$ cat src/rtl/rr_arb8.sv
// rr_arb8 -- 8-way round-robin arbiter with a registered grant.
//
// A grant is held until the owner strobes done, drops its request, the
// arbiter is disabled, or the grant has been valid for MAX_HOLD cycles.
// After each release the round-robin pointer moves to the slot after the
// released owner. At least one idle cycle always separates two grants.
//
// Ports:
//   clk      rising-edge clock
//   rst      synchronous reset, active-high
//   en       arbiter enable
//   req      [7:0] request vector, bit k = requester k
//   done     owner release strobe (looked at only while a grant is held)
//   gnt      [7:0] registered one-hot grant, zero when idle
//   gnt_idx  [2:0] binary index of the granted requester (bit k -> 3'dk)
//   valid    high while a grant is held
//   tout     one-cycle pulse after a release caused only by the hold limit
module rr_arb8 #(
  parameter int MAX_HOLD = 15  // 1..15; 0 disables the hold limit
) (
  input  logic       clk,
  input  logic       rst,
  input  logic       en,
  input  logic [7:0] req,
  input  logic       done,
  output logic [7:0] gnt,
  output logic [2:0] gnt_idx,
  output logic       valid,
  output logic       tout
);

  typedef enum logic {IDLE = 1'b0, BUSY = 1'b1} state_e;

  localparam logic [3:0] HOLD_LIM = 4'(MAX_HOLD);

  state_e     state_q, state_d;
  logic [7:0] gnt_q, gnt_d;
  logic [2:0] idx_q, idx_d;
  logic [2:0] ptr_q, ptr_d;
  logic [3:0] hcnt_q, hcnt_d;
  logic       tout_q, tout_d;

  // Winner search: first set request starting at ptr and wrapping.
  logic [2:0] win_idx;
  logic       win_vld;

  always_comb begin
    win_idx = 3'd0;
    win_vld = 1'b0;
    for (int i = 0; i < 8; i++) begin
      if (!win_vld && req[3'(ptr_q + 3'(i))]) begin
        win_idx = 3'(ptr_q + 3'(i));
        win_vld = 1'b1;
      end
    end
  end

  // Release causes while BUSY. The "soft" causes suppress tout.
  logic soft_rel, limit_hit;
  assign soft_rel  = done | ~req[idx_q] | ~en;
  assign limit_hit = (HOLD_LIM != 4'd0) && (hcnt_q == HOLD_LIM);

  always_comb begin
    state_d = state_q;
    gnt_d   = gnt_q;
    idx_d   = idx_q;
    ptr_d   = ptr_q;
    hcnt_d  = hcnt_q;
    tout_d  = 1'b0;
    unique case (state_q)
      IDLE: begin
        if (en && win_vld) begin
          gnt_d   = 8'h01 << win_idx;
          idx_d   = win_idx;
          hcnt_d  = 4'd1;
          state_d = BUSY;
        end
      end
      BUSY: begin
        if (soft_rel || limit_hit) begin
          gnt_d   = 8'h00;
          ptr_d   = idx_q + 3'd1;  // wraps 7 -> 0
          hcnt_d  = 4'd0;
          tout_d  = limit_hit & ~soft_rel;
          state_d = IDLE;
        end else if (hcnt_q != 4'd15) begin
          hcnt_d = hcnt_q + 4'd1;  // saturates when the limit is disabled
        end
      end
      default: state_d = IDLE;
    endcase
  end

  always_ff @(posedge clk) begin
    if (rst) begin
      state_q <= IDLE;
      gnt_q   <= 8'h00;
      idx_q   <= 3'd0;
      ptr_q   <= 3'd0;
      hcnt_q  <= 4'd0;
      tout_q  <= 1'b0;
    end else begin
      state_q <= state_d;
      gnt_q   <= gnt_d;
      idx_q   <= idx_d;
      ptr_q   <= ptr_d;
      hcnt_q  <= hcnt_d;
      tout_q  <= tout_d;
    end
  end

  assign gnt     = gnt_q;
  assign gnt_idx = idx_q;
  assign valid   = (state_q == BUSY);
  assign tout    = tout_q;

endmodule

$ cat config.mk
export PLATFORM = sky130hd
export DESIGN_NAME = rr_arb8
export DESIGN_NICKNAME = d
export VERILOG_FILES = /design/src/rtl/rr_arb8.sv
export SDC_FILE = /design/constraint.sdc
export NUM_CORES = 1
export LEC_CHECK = 0
export CAP_MARGIN = 25
export CORE_ASPECT_RATIO = 1.2
export CORE_MARGIN = 2
export CORE_UTILIZATION = 40
export CTS_CLUSTER_SIZE = 12
export DETAILED_ROUTE_END_ITERATION = 8
export GPL_TIMING_DRIVEN = 0
export PLACE_DENSITY = 0.7
export REMOVE_ABC_BUFFERS = 1
export SYNTH_ARGS = -nofsm -noshare
export SYNTH_HDL_FRONTEND = slang
export SYNTH_SLANG_ARGS = --single-unit
$ cat constraint.sdc
create_clock -name clk -period 7.4 [get_ports clk]
set_input_delay 1.11 -clock clk [delete_from_list [all_inputs] [get_ports clk]]
set_output_delay 1.11 -clock clk [all_outputs]
set_load 0.05 [all_outputs]
==> run_results.csv <==
group,metric,value,unit
sta,maxSlewViolCount,0,
synth,ys_seq_elements,20,
place,preCtsSetupSlack,3.46,ns
power,p_leak,0.000819,uW
place,dpl.cell_count,287,
clock_network,worstSkewPairLatency,0.26,ns
global_routing,antenna_found_initial,0,
clock_network,hold_buffers,0,
min_path,hold_class,"register to register",
layout,drive_gt1_frac,0.225,
layout,finalNetCount,248,
synth,ys_seq_area_frac,0.193,
sta,final.setup.tns,0,ns
floorplan,die_y,83.0,um
critical_path,crit_required,7.55,ns
layout,area_growth,15.4,%
power,power_frac_clock,0.233,
synth,synthArstFlopShare,0,
floorplan,rows,28,
drt,drtIter0Drc,84,
place,numPortBuffers,24,
layout,fill_cells,475,
synth,syn-instance-count,217,
sta,setup_slack,3.46,ns
sta,hold_viol_final,0,
clock_network,cts_resized,0,
power,powerDensity,193,nW/um^2
synth,yosysWarnings,0,
sta,layout_worst_path_cycle_share,0.532,
layout,layoutNonFillerInstCount,291,
critical_path,critical_path_class,"register to register",
sta,finalSetupViolations,0,
power,switchingPower,175,uW
clock_network,cts_buffer_depth,2,
synth,ys.flop_type,"dfxtp_1",
power,peakVddDrop,0.0000971,V
sta,worstMarginPinSlew,0.865,ns
drt,via_count,1758,
floorplan,die-area,5790,sq um
clock_network,path_clk_slew,0.08,ns
clock_network,cts.sink_count,20,
critical_path,critPathMaxFanout,15,
floorplan,ios,25,
clock_network,cts_made_buffers,3,
sta,fmax,0.254,GHz
drt,ant_nets,0,
critical_path,cp-end-kind,"register",
layout,utilization,0.482,
drt,drt-wirelength-per-cell,15.6,um
global_routing,grt_overflow,0,
flow_run,cap_viol_max_count,0,
global_routing,first_global_vias,1639,
power,p_int,287,uW
synth,syn_area_per_cell,9.58,sq um
clock_network,cts_tree,"yes",
clock_network,cts_root_buf,"clkbuf_8",
drt,routed_via_density,6.04,
place,dp_hpwl,3350,um
sta,min_period,3.94,ns
clock_network,cts_setup_buffers,0,
drt,drc,0,
sta,slew_headroom,0.422,
power,netSwitchingFraction,0.379,
sta,hold_slack,0.444,ns
global_routing,grt_max_degree,24,
clock_network,htree_levels,1,
sta,rsz0062_at_grt,"false",
floorplan,die_w,69.8,um
drt,drt_first_pass_iters,4,
status,status,"finished clean",
floorplan,placeableCoreArea,4970,sq um
global_routing,grt_pass1_wl,7730,um
sta,skew,0.00798,ns
power,p_comb_frac,0.484,
layout,antenna_cells,0,
synth,syn-cell-area,2080,sq um
global_routing,grt_usage,0.158,
floorplan,start_util,0.418,
power,seqPwrFrac,0.283,
drt,wirelength,4540,um
critical_path,worstPathArrival,4.09,ns
critical_path,crit_path_start_kind,"register",
synth,synth-edff-count,0,
critical_path,r2r_slack,3.46,ns
synth,synth.distinct_cells,62,
place,globalplace.congestion,0.902,
## path summary, 6_finish.rpt
kind	start	endpoint	depth (start not counted)
min	gnt[7]	gnt[7]	2
min reg2reg	gnt[7]	gnt[7]	2
max reg2reg	ptr_q[1]	gnt[0]	11
max	ptr_q[1]	gnt[0]	11
## per-stage QoR
step | total power (uW) | cell area, sq um
2_1_floorplan | 297 | 1970
3_3_place_gp | 349 | 2280
3_5_place_dp | 356 | 2330
4_1_cts | 466 | 2400
5_1_grt | 492 | 2400
6_report | 463 | 2400
## power groups by stage
| stage | registers [uW] | clock network (uW) | logic [uW] |
|---|---|---|---|
| floorplan | 154 | 0 | 143 |
| global placement | 139 | 0 | 211 |
| detailed placement | 133 | 0 | 223 |
| finish | 131 | 108 | 224 |
| global route | 133 | 115 | 244 |
| CTS | 131 | 111 | 223 |
## cells in the final DEF (no fill, tap or decap), types with 3 or more instances in the layout
master           netlist  final
o21ai_1                7      7
mux2i_1               10     10
nor2_1                22     22
clkbuf_8               0      3
dfxtp_1               20     20
ha_1                   4      4
mux4_2                17     17
mux2_2                 6      6
o21ai_0                4      4
clkdlybuf4s50_1        0     24
a21oi_1                7      7
nand2b_1               6      6
nor2b_1                4      4
nand2_1               15     15
inv_1                  5      5
o211ai_1               3      3
nor3_1                 3      3
nand3_1                6      6
a22oi_2                3      3
a22o_1                 3      3
xor2_1                 4      4
## per-layer routing
layer | up-vias | global-route usage | wire length, um
met2 | 41 | 0.270 | 2240
li1 | 852 | - | -
met1 | 860 | 0.218 | 2090
met3 | 5 | 0.00850 | 157
met4 | 0 | 0.0385 | 44
met5 | - | 0 | 0
## worst max-delay path, cell delays in order, from the launching register on
cell	delay, ns
dfxtp_1	0.72
buf_8	0.25
inv_1	0.07
ha_1	0.64
mux4_2	0.64
a211oi_2	0.33
a22oi_2	0.20
nor2b_2	0.17
o2111ai_1	0.13
a22oi_2	0.35
inv_2	0.10
a32o_1	0.23
## flip-flops by register name, summed over array words and instances, names as in the netlist
name,cells
hcnt_q,4
valid,1
gnt_idx,3
gnt,8
tout,1
ptr_q,3
## cell type report
class / count / area [sq um] / area share
Multi-Input combinational cell: 174 / 1540 / 0.643
Sequential cell: 20 / 400 / 0.167
Timing Repair Buffer: 26 / 283 / 0.118
Tap cell: 60 / 75.1 / 0.0313
Clock buffer: 3 / 41.3 / 0.0172
Clock inverter: 1 / 30.0 / 0.0125
Inverter: 7 / 26.3 / 0.0110
## synth_stat cells (4+ instances only)
master / count / share of area
a21oi_1: 7 / 0.017
nand2_1: 15 / 0.027
o21ai_0: 4 / 0.0096
dfxtp_1: 20 / 0.19
buf_2: 4 / 0.0096
nand2b_1: 6 / 0.018
mux4_2: 17 / 0.18
inv_1: 5 / 0.0090
xor2_1: 4 / 0.017
ha_1: 4 / 0.024
mux2_2: 6 / 0.033
clkbuf_1: 5 / 0.0090
nor2b_1: 4 / 0.012
nor2_1: 22 / 0.040
mux2i_1: 10 / 0.048
nand3_1: 6 / 0.014
o21ai_1: 7 / 0.017
buf_6: 5 / 0.027
## cell families after synthesis
group / share of synthesized area
XOR/XNOR: 0.0325
AND/OR/NAND/NOR: 0.190
buffers and inverters: 0.0656
adder cells (fa/ha/maj): 0.0241
flip-flops: 0.193
multiplexers: 0.297
AO/OA/AOI/OAI: 0.199
(Power assumes the default switching activity.)
